===== src/rtl/rs_alu_sched.sv =====
// rs_alu_sched: allocation and issue scheduler for the ALU reservation station.
//
// Each cycle it offers the two lowest-indexed free slots to the decoder. It
// raises stall when an enabled dispatch has no slot. It also selects the two
// oldest operand-ready entries for the two ALU pipes. Relative entry age is
// kept in an RS_SIZE x RS_SIZE age matrix, where older[j][i]=1 means that
// entry j is older than entry i.
//
// All outputs are combinational from the current inputs and the age state.
// The RS samples them on the same clk edge.
//
// Ports:
//   clk, rst      clock; synchronous active-high reset (clears the age matrix)
//   rdy           global enable; age state frozen and outputs idle when low
//   busy          per-entry occupied flag from the RS
//   ready_n       active-low per-entry "both operands available"
//   alu_enable_1  dispatch request, slot 1 (program-older)
//   alu_enable_2  dispatch request, slot 2
//   issue_hold    ALU pipes cannot accept this cycle
//   alloc_addr_1/2  slots offered to dispatch 1/2, or NONE (all ones)
//   issue_addr_1/2  oldest / second-oldest issuable entry, or NONE
//   stall         an enabled dispatch cannot be placed this cycle
//
// Handshake: a dispatch is accepted on a clk edge where its enable is high,
// stall is low and rdy is high. An issue address is valid whenever it is not
// NONE. No back-pressure exists beyond issue_hold.
module rs_alu_sched #(
  parameter int RS_SIZE = 7,
  parameter int SEL_W   = 3
) (
  input  logic               clk,
  input  logic               rst,
  input  logic               rdy,
  input  logic [RS_SIZE-1:0] busy,
  input  logic [RS_SIZE-1:0] ready_n,
  input  logic               alu_enable_1,
  input  logic               alu_enable_2,
  input  logic               issue_hold,
  output logic [SEL_W-1:0]   alloc_addr_1,
  output logic [SEL_W-1:0]   alloc_addr_2,
  output logic [SEL_W-1:0]   issue_addr_1,
  output logic [SEL_W-1:0]   issue_addr_2,
  output logic               stall
);

  localparam logic [SEL_W-1:0] NONE = {SEL_W{1'b1}};

  // older[j][i] = 1 : entry j is older than entry i
  logic [RS_SIZE-1:0][RS_SIZE-1:0] older;
  logic [RS_SIZE-1:0][RS_SIZE-1:0] older_nxt;

  logic               active;
  logic               fire_1;
  logic               fire_2;
  logic [RS_SIZE-1:0] cand;
  logic [RS_SIZE-1:0] cand2;

  // Return the candidate that no other candidate is older than.
  // The scan runs downward, so among equals the lowest index is the last
  // match and therefore wins.
  function automatic logic [SEL_W-1:0] pick_oldest(
    input logic [RS_SIZE-1:0]              c,
    input logic [RS_SIZE-1:0][RS_SIZE-1:0] m
  );
    logic [SEL_W-1:0] sel;
    logic             blocked;
    sel = NONE;
    for (int i = RS_SIZE - 1; i >= 0; i--) begin
      blocked = 1'b0;
      for (int j = 0; j < RS_SIZE; j++) begin
        if (c[j] && m[j][i]) blocked = 1'b1;
      end
      if (c[i] && !blocked) sel = SEL_W'(i);
    end
    return sel;
  endfunction

  assign active = !rst && rdy;

  // Allocation: the first two free slots in index order.
  always_comb begin
    alloc_addr_1 = NONE;
    alloc_addr_2 = NONE;
    if (active) begin
      for (int i = 0; i < RS_SIZE; i++) begin
        if (!busy[i]) begin
          if (alloc_addr_1 == NONE)      alloc_addr_1 = SEL_W'(i);
          else if (alloc_addr_2 == NONE) alloc_addr_2 = SEL_W'(i);
        end
      end
    end
  end

  // Dispatch is all-or-nothing. If either enabled slot cannot be placed,
  // neither dispatch fires.
  always_comb begin
    stall  = !active
          || (alu_enable_1 && alloc_addr_1 == NONE)
          || (alu_enable_2 && alloc_addr_2 == NONE);
    fire_1 = !stall && alu_enable_1;
    fire_2 = !stall && alu_enable_2;
  end

  // Issue selection: oldest candidate, then oldest of the remaining ones.
  always_comb begin
    cand  = (active && !issue_hold) ? (busy & ~ready_n) : '0;
    issue_addr_1 = pick_oldest(cand, older);
    cand2 = cand;
    for (int i = 0; i < RS_SIZE; i++) begin
      if (issue_addr_1 == SEL_W'(i)) cand2[i] = 1'b0;
    end
    issue_addr_2 = pick_oldest(cand2, older);
  end

  // A newly allocated entry is younger than everything currently busy.
  // Clearing its row and loading its column with busy records that.
  // When both dispatches fire, dispatch 1 is program-older than dispatch 2.
  // That pair bit is written last, so it overrides the cleared row.
  always_comb begin
    older_nxt = older;
    for (int a = 0; a < RS_SIZE; a++) begin
      if (fire_1 && alloc_addr_1 == SEL_W'(a)) begin
        older_nxt[a] = '0;
        for (int j = 0; j < RS_SIZE; j++) older_nxt[j][a] = busy[j];
      end
    end
    for (int a = 0; a < RS_SIZE; a++) begin
      if (fire_2 && alloc_addr_2 == SEL_W'(a)) begin
        older_nxt[a] = '0;
        for (int j = 0; j < RS_SIZE; j++) older_nxt[j][a] = busy[j];
      end
    end
    if (fire_1 && fire_2) begin
      for (int a = 0; a < RS_SIZE; a++) begin
        for (int b = 0; b < RS_SIZE; b++) begin
          if (alloc_addr_1 == SEL_W'(a) && alloc_addr_2 == SEL_W'(b))
            older_nxt[a][b] = 1'b1;
        end
      end
    end
  end

  always_ff @(posedge clk) begin
    if (rst)      older <= '0;
    else if (rdy) older <= older_nxt;
  end

endmodule

===== config.mk =====
export PLATFORM = sky130hd
export DESIGN_NAME = rs_alu_sched
export DESIGN_NICKNAME = d
export VERILOG_FILES = /design/src/rtl/rs_alu_sched.sv
export SDC_FILE = /design/constraint.sdc
export NUM_CORES = 1
export LEC_CHECK = 0
export CAP_MARGIN = 20
export CORE_UTILIZATION = 51
export CTS_BUF_LIST = sky130_fd_sc_hd__clkbuf_4 sky130_fd_sc_hd__clkbuf_8 sky130_fd_sc_hd__clkbuf_16
export CTS_CLUSTER_SIZE = 40
export DETAILED_ROUTE_END_ITERATION = 8
export PLACE_DENSITY = 0.75
export SYNTH_ARGS = -nofsm -noshare
export SYNTH_HDL_FRONTEND = slang
export SYNTH_SLANG_ARGS = --single-unit

===== constraint.sdc =====
create_clock -name clk -period 4.7 [get_ports clk]
set_input_delay 0.94 -clock clk [delete_from_list [all_inputs] [get_ports clk]]
set_output_delay 0.94 -clock clk [all_outputs]
set_load 0.1 [all_outputs]

==> flow_metrics.env <==
export IMPL_p_comb_share_pct=28.6
export IMPL_hold_path_class="flip-flop to flip-flop"
export IMPL_synth_edff_count=0
export IMPL_antenna_left=0
export IMPL_drtPass1Iterations=5
export IMPL_root_buffer="clkbuf_8"
export IMPL_powerDensity_nw_per_um2=187
export IMPL_cts_sinks=49
export IMPL_initial_core_util_pct=53.4
export IMPL_largest_register_ff_count=49
export IMPL_hold_viol_final=0
export IMPL_swShare_pct=33.4
export IMPL_internal_power_mw=0.669
export IMPL_grt_max_degree=44
export IMPL_critPathCaptureType="output port"
export IMPL_die_w_microns=86.8
export IMPL_top_regs="older: 49 flops"
export IMPL_synth_area_sq_um=3670
export IMPL_cts_buffers=5
export IMPL_drt_iter0_markers=636
export IMPL_required_ns=3.76
export IMPL_timing_fmax_mhz=204
export IMPL_clk_latency_ns=0.30
export IMPL_regMostFlops="older"
export IMPL_max_stage_delay_ns=0.42
export IMPL_antenna_found_initial=0
export IMPL_tns_ns=-0.552
export IMPL_rows=30
export IMPL_nNetsFinal=645
export IMPL_cts_hold_buf=0
export IMPL_p_seq_share_pct=42.8
export IMPL_start_kind="input port"
export IMPL_synthMuxAreaShare_pct=1.71
export IMPL_grt_overflow=0
export IMPL_worst_pin_slew_ns=0.976
export IMPL_syn_inst=491
export IMPL_io_pins=33
export IMPL_post_route_period_util_pct=105
export IMPL_hold_depth=2
export IMPL_total_power_mw=1.01
export IMPL_switching_power_mw=0.336
export IMPL_setup_viol=3
export IMPL_drc_errors=0
export IMPL_seq_area_frac_synth_pct=26.7
export IMPL_slew_viol_final=0
export IMPL_tritoncts="done"
export IMPL_fin_crit_ns=4.91
export IMPL_crit_fanout=6
export IMPL_yosysWarnings=0
export IMPL_grt_pass1_wl_microns=24100
export IMPL_clkPwrFrac_pct=28.6
export IMPL_crit_slowest_cell="a222oi_1"
export IMPL_final_util_pct=78.4
export IMPL_numPortBuffers=32
export IMPL_n_fill_cell=496
export IMPL_cts_clk_slew_worst_paths_ns=0.09
export IMPL_die_h_microns=86.8
export IMPL_ir_drop_mv=0.127
export IMPL_synth_adder_area_share_pct=1.02
export IMPL_relSlewSlack_pct=34.1
export IMPL_yosys_area_share_simple_pct=29.1
export IMPL_synth_xor_area_share_pct=0.955
export IMPL_reg2reg_depth=2
export IMPL_synth_avg_cell_area_sq_um=7.47
export IMPL_hpwl_microns=11900
export IMPL_outcome="finished, violations left"
export IMPL_synth_top_family_by_area="compound AO/OA/AOI/OAI gates"
export IMPL_yosys_register_bits=49
export IMPL_final_cells=719
export IMPL_p_leak_nw=2.07
export IMPL_worst_setup_path_type="input port to output port"
export IMPL_placedCellCount=694
export IMPL_synth_distinct_cells=78
export IMPL_drt_total_wl_microns=15700
export IMPL_arrival_ns=3.97
export IMPL_skew_ns=0
export IMPL_grtUsageTotal_pct=42.5
export IMPL_synth_compound_area_share_pct=35.3
export IMPL_maxCapViolations=0
export IMPL_num_vias=4825
export IMPL_post_drt_wl_per_cell_microns=21.8
export IMPL_synthFlopType="dfxtp_1"
export IMPL_critPathMostFrequentCell="buf_6"
export IMPL_dieArea_sq_um=7530
export IMPL_via_per_inst=6.71
export IMPL_antennaDiodeCount=0
export IMPL_layout_drive_gt1_share_pct=32.1
export IMPL_core_sq_um=6870
export IMPL_place_gp_congestion=0.963
export IMPL_area_growth_pct=46.9
export IMPL_h_tree_depth=2
export IMPL_rsz0062_at_grt="yes"
export IMPL_syn_num_nets=514
export IMPL_failed_checks="setup timing"
export IMPL_setup_ws_ns=-0.214
export IMPL_crit_chain="buf_6 -> or2_4 -> buf_12 -> nor3_4 -> buf_6 -> a211oi_4 -> and3_4 -> nor4_4 -> buf_4 -> buf_4 -> a21oi_4 -> buf_6 -> a222oi_1 -> nand3_2 -> a21boi_4 -> buf_12"
export IMPL_grt_pass1_vias=4609
export IMPL_async_flop_share_pct=0
export IMPL_clockBufferDepth=2
==> repair_timing <==
action	CTS	global route
pin swaps	30	10
gates resized for setup	69	17
endpoints found under the setup margin	4	3
buffers inserted	14	3
==> power by group through the flow <==
stage | clock network (mW) | registers, mW | logic (mW)
CTS | 0.283 | 0.429 | 0.277
finish | 0.287 | 0.430 | 0.288
global placement | 0 | 0.439 | 0.264
global route | 0.302 | 0.431 | 0.301
floorplan | 0 | 0.435 | 0.151
detailed placement | 0 | 0.439 | 0.267
==> final cells by class <==
| cell class | instances | area [sq um] | share of cell area (%) |
|---|---|---|---|
| clock inverter | 1 | 8.76 | 0.163 |
| inverter | 16 | 60.1 | 1.11 |
| timing repair buffer | 151 | 1350 | 25.1 |
| clock buffer | 7 | 96.3 | 1.79 |
| sequential | 49 | 981 | 18.2 |
| tap | 96 | 120 | 2.23 |
| multi-input combinational | 399 | 2770 | 51.4 |
==> cells in the mapped netlist, drive strengths merged (4+ instances only) <==
cell    number  share of area, %
nor2        60               6.1
dfxtp       49                27
a21oi       48               6.6
nand2       48               4.9
nor3        22               3.7
a22oi       19               3.9
o21ai       19               2.6
clkbuf      18               1.9
nand3       18               2.5
inv         15               1.5
a31oi       13               2.2
and2         9               1.5
buf          9               1.6
a211oi       8               2.1
nand2b       7               1.2
nor4         7               1.7
a221o        6               1.6
a32oi        6               1.4
a222oi       5               1.4
a311oi       5               1.4
and3         5              0.85
o22ai        5              0.85
or3          5              0.85
a221oi       4              0.96
mux2i        4               1.1
nor2b        4              0.68
o32ai        4              0.96
or2          4              0.75
==> stage by stage <==
step	cell area, sq um	hold slack, ns	setup WS, ns
2_1_floorplan	3740	0.454	-0.354
3_3_place_gp	4940	0.469	-0.572
3_5_place_dp	4940	0.483	-0.615
4_1_cts	5280	0.496	-0.135
5_1_grt	5390	0.524	-0.316
6_report	5390	0.499	-0.214
==> routing by layer <==
metal / up-vias / GRT usage, % / part of all wire (%) / wire (microns)
li1: 2136 / - / - / -
met3: 77 / 6.57 / 10 / 1600
met2: 387 / 69.0 / 47 / 7330
met1: 2225 / 52.4 / 37 / 5770
met5: - / 0 / 0 / 0
met4: 0 / 27.4 / 6.2 / 965
==> critical path, delay by kind of cell <==
family | cells | cell delay (ns)
simple gates | 5 | 1.29
buf+inv | 7 | 0.99
compound gates | 4 | 0.75
==> final timing paths <==
check | startpoint | end | slack, ns
max | issue_hold | issue_addr_2[0] | -0.21
min | older[26] | older[26] | 0.50
max reg2reg | older[36] | older[36] | 3.80
min reg2reg | older[26] | older[26] | 0.50
==> layout by cell type (no fill, tap or decap), drive strengths merged, types with 4 or more instances in the layout <==
cell type / Yosys / routed
dlygate4sd2: 0 / 8
o22ai: 5 / 5
o32ai: 4 / 4
and2: 9 / 9
a22oi: 19 / 19
nor2b: 4 / 4
mux2i: 4 / 4
a311oi: 5 / 5
a32oi: 6 / 6
clkbuf: 18 / 7
a31oi: 13 / 13
a221o: 6 / 6
buf: 9 / 139
and3: 5 / 5
inv: 15 / 16
a21oi: 48 / 48
or3: 5 / 5
nor2: 60 / 60
o21ai: 19 / 19
nand3: 18 / 18
nor4: 7 / 7
a222oi: 5 / 5
dfxtp: 49 / 49
a211oi: 8 / 8
or2: 4 / 4
nand2b: 7 / 7
nor3: 22 / 22
nand2: 48 / 48
a221oi: 4 / 4
==> kinds of logic (layout without fill, tap and decap cells) <==
kind of cell    count (synthesis)  in the layout
simple gates                  208            208
compound gates                178            178
flops                          49             49
buf+inv                        43            175
mux                             6              6
xor+xnor                        4              4
fa+ha+maj                       3              3
Power figures use the tool's default switching activity.
